[src/rtl/valu_seq_exec.sv]
// Vector execute stage: add/sub/scalar-mul/dot over VLEN elements, one element per cycle.
// Latency VLEN+1 cycles to done_o; no backpressure, start_i is ignored unless idle (caller retries).
module valu_seq_exec #(
    parameter int VLEN = 4,
    parameter int ELEN = 32
) (
    input  logic                 clk_i,
    input  logic                 rst_i,
    input  logic                 start_i,
    input  logic [2:0]           ctrl_i,
    input  logic [VLEN*ELEN-1:0] vs1_i,
    input  logic [VLEN*ELEN-1:0] vs2_i,
    input  logic [ELEN-1:0]      rs1_i,
    output logic                 busy_o,
    output logic                 done_o,
    output logic                 illegal_o,
    output logic [VLEN*ELEN-1:0] result_o
);

    localparam int IDXW = $clog2(VLEN) + 1;

    localparam logic [2:0] OP_ADD = 3'b010;
    localparam logic [2:0] OP_SUB = 3'b110;
    localparam logic [2:0] OP_MUL = 3'b000;
    localparam logic [2:0] OP_DOT = 3'b001;

    typedef enum logic [1:0] {S_IDLE, S_EXEC, S_DONE} state_t;

    state_t                r_state;
    state_t                w_next;
    logic [2:0]            r_ctrl;
    logic [VLEN*ELEN-1:0]  r_vs1;
    logic [VLEN*ELEN-1:0]  r_vs2;
    logic [ELEN-1:0]       r_rs1;
    logic [ELEN-1:0]       r_acc;
    logic [IDXW-1:0]       r_idx;
    logic [VLEN*ELEN-1:0]  r_res;

    logic                  w_accept;
    logic                  w_last;
    logic                  w_legal;
    logic [IDXW-2:0]       w_el;
    logic [ELEN-1:0]       w_a;
    logic [ELEN-1:0]       w_b;
    logic [ELEN-1:0]       w_prod;
    logic [ELEN-1:0]       w_acc_nxt;

    assign w_accept  = (r_state == S_IDLE) && start_i;
    assign w_last    = (r_idx == IDXW'(VLEN - 1));
    assign w_el      = r_idx[IDXW-2:0];
    assign w_a       = r_vs1[w_el*ELEN +: ELEN];
    assign w_b       = r_vs2[w_el*ELEN +: ELEN];
    assign w_prod    = w_a * w_b;
    assign w_acc_nxt = r_acc + w_prod;
    assign w_legal   = (r_ctrl == OP_ADD) || (r_ctrl == OP_SUB) ||
                       (r_ctrl == OP_MUL) || (r_ctrl == OP_DOT);

    always_ff @(posedge clk_i or negedge rst_i) begin
        if (!rst_i) begin
            r_state <= S_IDLE;
        end else begin
            r_state <= w_next;
        end
    end

    always_comb begin
        w_next = r_state;
        case (r_state)
            S_IDLE:  if (start_i) w_next = S_EXEC;
            S_EXEC:  if (w_last)  w_next = S_DONE;
            S_DONE:  w_next = S_IDLE;
            default: w_next = S_IDLE;
        endcase
    end

    always_comb begin
        busy_o    = (r_state == S_EXEC);
        done_o    = (r_state == S_DONE);
        illegal_o = (r_state == S_DONE) && !w_legal;
    end

    always_ff @(posedge clk_i or negedge rst_i) begin
        if (!rst_i) begin
            r_ctrl <= 3'b000;
            r_vs1  <= '0;
            r_vs2  <= '0;
            r_rs1  <= '0;
            r_acc  <= '0;
            r_idx  <= '0;
            r_res  <= '0;
        end else if (w_accept) begin
            r_ctrl <= ctrl_i;
            r_vs1  <= vs1_i;
            r_vs2  <= vs2_i;
            r_rs1  <= rs1_i;
            r_acc  <= '0;
            r_idx  <= '0;
            r_res  <= '0;
        end else if (r_state == S_EXEC) begin
            // idx stops at VLEN on the last element, which fits IDXW bits without wrapping
            r_idx <= r_idx + 1'b1;
            case (r_ctrl)
                OP_ADD: r_res[w_el*ELEN +: ELEN] <= w_a + w_b;
                OP_SUB: r_res[w_el*ELEN +: ELEN] <= w_b - w_a;
                OP_MUL: r_res[w_el*ELEN +: ELEN] <= w_b * r_rs1;
                OP_DOT: begin
                    r_acc <= w_acc_nxt;
                    if (w_last) r_res[ELEN-1:0] <= w_acc_nxt;
                end
                default: ;
            endcase
        end
    end

    assign result_o = r_res;

endmodule

[config.mk]
export PLATFORM = sky130hd
export DESIGN_NAME = valu_seq_exec
export DESIGN_NICKNAME = d
export VERILOG_FILES = /design/src/rtl/valu_seq_exec.sv
export SDC_FILE = /design/constraint.sdc
export NUM_CORES = 2
export LEC_CHECK = 0
export ABC_CLOCK_PERIOD_IN_PS = 9900
export BUFFER_PORTS_ARGS = -buffer_cell sky130_fd_sc_hd__buf_2
export CORE_MARGIN = 2
export CORE_UTILIZATION = 31
export CTS_CLUSTER_SIZE = 14
export DETAILED_ROUTE_END_ITERATION = 6
export GPL_ROUTABILITY_DRIVEN = 0
export PLACE_DENSITY_LB_ADDON = 0.08
export SYNTH_ARGS = -nofsm -noshare
export SYNTH_HDL_FRONTEND = slang
export SYNTH_SLANG_ARGS = --single-unit
[constraint.sdc]
create_clock -name clk_i -period 9.9 [get_ports clk_i]
set_input_delay 0.495 -clock clk_i [delete_from_list [all_inputs] [get_ports clk_i]]
set_output_delay 0.495 -clock clk_i [all_outputs]
set_load 0.03 [all_outputs]
; ---- Yosys cells after proc, flatten, opt, wreduce, memory -nomap -nowiden
; Cells that the tools add are included.
[word_totals]
regBits = 456
word_cells = 63
input_bits = 294
out_inout_bits = 131
[op_classes]
mux = 16
multipliers = 2
shift = 6
reduce_logical = 16
add_sub_neg = 5
eq_ne = 9
[op_table]
columns = op, n
row1 = $bwmux W128, 3
row2 = $shiftx A32 B34 Y128, 3
row3 = $pmux W96 S3, 1
row4 = $mux W128, 2
row5 = $shiftx A128 B8 Y32, 2
row6 = $mux W32, 4
row7 = $pmux W32 S4, 1
row8 = $shift A32 B34 Y128 const A, 1
row9 = $add A32 B32 Y32, 2
row10 = $mul A32 B32 Y32, 2
row11 = $neg A7 Y34, 1
row12 = $sub A32 B32 Y32, 1
row13 = $eq A3 B2 Y1 const B, 2
row14 = $mux W3, 2
row15 = $reduce_and A2 Y1, 3
row16 = $reduce_bool A5 Y1, 1
row17 = $mux W2, 2
row18 = $pmux W2 S2, 1
row19 = $reduce_bool A2 Y1, 2
row20 = $reduce_bool A4 Y1, 1
row21 = $add A3 B1 Y3 const B, 1
row22 = $eq A3 B1 Y1 const B, 1
row23 = $eq A3 B3 Y1 const B, 1
row24 = $logic_not A3 Y1, 1
row25 = other kinds (10), 13

; ---- Longest topological paths before layout
[logic_depth]
word_depth = 7
ltp_mapped = 36
mapped_depth_nobuf = 31

; ---- Least setup slack after synthesis
; No wires, ideal clock.
[synth_path]
path_type = register -> register
startpoint = register r_idx[0]
endpoint = register r_res[29] (netlist: result_o[29])
arrival_ns = 8.264
setup_time_ns = 0.146
period_less_slack_ns = 8.409
setup_slack_ns = 1.491
required_ns = 9.754
path_stages_with_launch = 31
path_buffers = 4
cell_sequence = dfrtp_1 -> buf_4 -> buf_6 -> mux4_2 -> clkbuf_1 -> and2_1 -> fa_1 -> fa_1 -> fa_1 -> inv_1 -> fa_1 -> inv_1 -> fa_1 -> inv_1 -> fa_1 -> inv_1 -> fa_1 -> fa_1 -> ha_1 -> clkbuf_1 -> a211oi_1 -> nor3_1 -> a211oi_1 -> o21ai_0 -> a311oi_1 -> o21ai_0 -> a21oi_1 -> xnor2_1 -> a221o_1 -> a221oi_1 -> a311oi_1
[synth_between]
elab_chain_len = 7
word_cells_on_any_way = 22
classes_between = 4 x add/sub / 2 x mul / 2 x eq/ne / 6 x shift / 7 x mux / 1 x reduce/logical
[synth_lines]
columns = element, line
row1 = start: declaration, 36  ; logic [IDXW-1:0] r_idx;
row2 = start signal: assignment, 101  ; r_idx <= r_idx + 1'b1;
row3 = "$shiftx A128 B8 Y32, on equally long branches", "51, 52"
row4 = "$mul A32 B32 Y32, or another cell as far along", 53  ; assign w_prod = w_a * w_b;
row5 = "$add A32 B32 Y32, or another cell as far along", 54  ; assign w_acc_nxt = r_acc + w_prod;
row6 = "$mux W32, or another cell as far along", 108  ; if (w_last) r_res[ELEN-1:0] <= w_acc_nxt;
row7 = $pmux W32 S4, 102  ; case (r_ctrl)
row8 = $mux W128, 99  ; end else if (r_state == S_EXEC) begin
row9 = $mux W128, 91  ; end else if (w_accept) begin
row10 = end signal: indexed assignment, 103  ; OP_ADD: r_res[w_el*ELEN +: ELEN] <= w_a + w_b;
row11 = end signal: indexed assignment, 104  ; OP_SUB: r_res[w_el*ELEN +: ELEN] <= w_b - w_a;
row12 = end signal: indexed assignment, 108
row13 = end: declaration, 37  ; logic [VLEN*ELEN-1:0] r_res;
; Parallel ways exist; a longest one is shown, timed or not. The select of a mux whose other input is x is not followed.
; A chain may end at the register's enable or synchronous reset.

; ---- Worst setup path after layout
; Ends and elaborated chain as after synthesis.

==> out/qor.txt <==
status -> completed
routing usage on met2 -> 0.3879
RSZ-0062 raised after global routing -> no
global-route wire length before repair -> 347900 um
Fin. Hold Viols -> 0
Hold Crit Class -> in -> reg
fin nets -> 8333
WP data required -> 10440 ps
skew final -> 37.87 ps
Mapped Nets -> 7957
yosys warns -> 0
Syn Area/Cell -> 8.760 um2
setup TNS -> 0 ps
critical path class -> reg -> reg
largest net degree at the start of global routing -> 199
Startpoint Class -> flip-flop
die width -> 432.6 um
initial antenna violation count -> 18
Max Fanout on Critical Path -> 40
I/O pin total -> 425
Fmax -> 0.1060 GHz
CTS resizes -> 0
met1 usage -> 0.3751
CTS buffer count -> 52
Async SR Flop Fraction -> 1.000
GRT Residual Overflow -> 0
Clk Latency, worst-skew pair -> 680 ps
routed length per instance -> 25.28 um
Post-Syn Instances -> 6501
1st-pass router iterations -> 6
EDFF count, synth -> 0
final setup vio count -> 0
fraction of layout cells with a size suffix above 1 -> 0.1198
clock sinks -> 456
# H-tree levels -> 2
core area -> 182900 um2
vias in the first global route -> 49268
Root Buffer -> clkbuf_16
Initial DRC Count -> 3611
sequential area share after synthesis -> 0.2004
WL final -> 237200 um
Post-Syn Area -> 56950 um2
Die H -> 432.6 um
Core Rows -> 157
Tmin final -> 9432 ps
final worst path period share -> 0.9527
die area -> 187100 um2
critical path capture point type -> flip-flop
maxcap violations -> 0
Via density -> 5.043
Seq cells post-synth -> 456
met3 GRT Util -> 0.04411
Port Buf Inserts -> 424
final slew viol count -> 0
CTS tree -> built
DRC viols -> 0
Max transition margin -> 0.1124
Cell variety after synth -> 88
clk slew on worst S/H paths -> 70 ps
worst slew pin tran -> 1317 ps
buffer depth of the longest clock path -> 3
busiest grt layer -> met2
dpl hpwl -> 187000 um
DR vias -> 47326
Area Growth Syn to Fin -> 14.03%
ANT nets after route -> 0
Post-synth top flop -> dfrtp_1
WP data arrival -> 9970 ps
Initial Util -> 0.3114
GR Util All Layers -> 0.2541
## synthesized netlist by cell type (all sizes together) (26+ instances only)
library cell | instances | area (um2)
fa | 848 | 16980
inv | 947 | 3555
a21o | 45 | 337.8
nor3 | 36 | 180.2
o21ai | 207 | 1040
xor2 | 44 | 400.4
a221oi | 36 | 327.8
and2 | 410 | 2565
dfrtp | 456 | 11410
clkbuf | 329 | 1235
a22o | 35 | 306.5
o21a | 29 | 217.7
nor2 | 169 | 634.4
nand2 | 1688 | 6344
a22oi | 35 | 262.8
o22ai | 26 | 168.9
mux4 | 62 | 1404
buf | 52 | 306.5
a21oi | 182 | 922.1
ha | 314 | 3929
xnor2 | 179 | 1575
a31oi | 33 | 206.5
nand3 | 35 | 175.2
## logic make-up after synthesis
group                      synth area share
xor gates and xnor gates            0.03509
DFF                                  0.2004
buffers and inverters               0.08955
and+or+nand+nor                      0.1840
adders and majority gates            0.3671
muxes                               0.02636
AOI/OAI and AO/OA                   0.09751
## area by class of cell
| cell class | count | area (um2) |
|---|---|---|
| fillers | 19384 | 117900 |
| multi-input cells | 4716 | 40550 |
| flip-flops and latches | 456 | 11420 |
| repair buffers | 703 | 4564 |
| inverters | 948 | 3558 |
| well taps | 2464 | 3083 |
| clock buffers | 78 | 1500 |
| clock inverters | 16 | 250.2 |
| diodes | 4 | 10.01 |
## metal layers
metal | share of wire | vias up
li1 | - | 21010
met1 | 0.47 | 24435
met4 | 0.023 | 8
met2 | 0.44 | 1613
met5 | 0.00021 | -
met3 | 0.068 | 260
## worst max-delay path: stages (launching register included)
cell and delay (ps):
dfrtp_4 640, buf_12 350, mux4_2 700, and2_1 240
fa_1 530, inv_1 50, fa_1 500, fa_1 470
fa_1 550, inv_1 50, fa_1 490, fa_1 580
fa_1 430, fa_1 440, ha_1 360, and3_1 200
and2_1 200, a211oi_1 310, o21ai_0 120, a311oi_1 620
o21ai_0 200, a21oi_1 210, xnor2_1 300, a221o_1 440
a221oi_1 250, a311oi_1 70
## cells in the final DEF (no fill, tap or decap), drive strengths merged, types with 17 or more instances in the layout
| cell | n |
|---|---|
| o31ai | 24 |
| o22ai | 26 |
| dlygate4sd3 | 70 |
| and2 | 410 |
| a22o | 35 |
| mux4 | 62 |
| o21bai | 19 |
| a31oi | 33 |
| a22oi | 35 |
| inv | 947 |
| xor2 | 44 |
| clkbuf | 78 |
| nor3 | 36 |
| o21a | 29 |
| o221ai | 19 |
| dfrtp | 456 |
| nand2b | 17 |
| nor2 | 169 |
| nand2 | 1688 |
| xnor2 | 179 |
| o21ai | 207 |
| buf | 633 |
| a21o | 45 |
| a221oi | 36 |
| ha | 314 |
| a21oi | 182 |
| nand3 | 35 |
| fa | 848 |
| a211oi | 25 |
## flip-flops by register name (all words and copies together), names as in the netlist
| name | count |
|---|---|
| result_o | 128 |
| r_idx | 3 |
| r_vs1 | 128 |
| r_ctrl | 3 |
| r_vs2 | 128 |
| r_rs1 | 32 |
| r_acc | 32 |
| r_state | 2 |
## timing repair
action | 4_1_cts | 5_1_grt
hold endpoints to repair | 136 | 0
buffers inserted | 0 | 0
hold buffers | 70 | 0
## worst paths after layout
check | from | endpoint | slack, ps | cells after the start
max in group asynchronous | rst_i | r_vs2[103] | 7300 | 4
setup / recovery | r_idx[0] | result_o[29] | 470 | 25
min in group asynchronous | rst_i | r_vs1[121] | 350 | 2
hold / removal | vs1_i[90] | r_vs1[90] | 40 | 3
hold reg to reg | r_vs1[79] | r_vs1[79] | 470 | 2
setup reg to reg | r_idx[0] | result_o[29] | 470 | 25
## metrics by stage
stage | worst slack, ps | utilization | area, um2 | std cells | hold WS [ps]
2_1_floorplan | 1491 | - | 56950 | 6501 | 199.4
3_3_place_gp | 576.7 | 0.3416 | 62470 | 9217 | 452.3
3_5_place_dp | 395.1 | 0.3416 | 62470 | 9217 | 457.5
4_1_cts | 386.2 | 0.3550 | 64920 | 9381 | 0.1968
5_1_grt | 11.21 | 0.3550 | 64930 | 9381 | 14.92
6_report | 467.9 | 0.3551 | 64940 | 9385 | 37.56
Power is left out: the tool's default activity adds up to more than one toggle a clock period on the data nets, which glitch-free logic cannot reach.
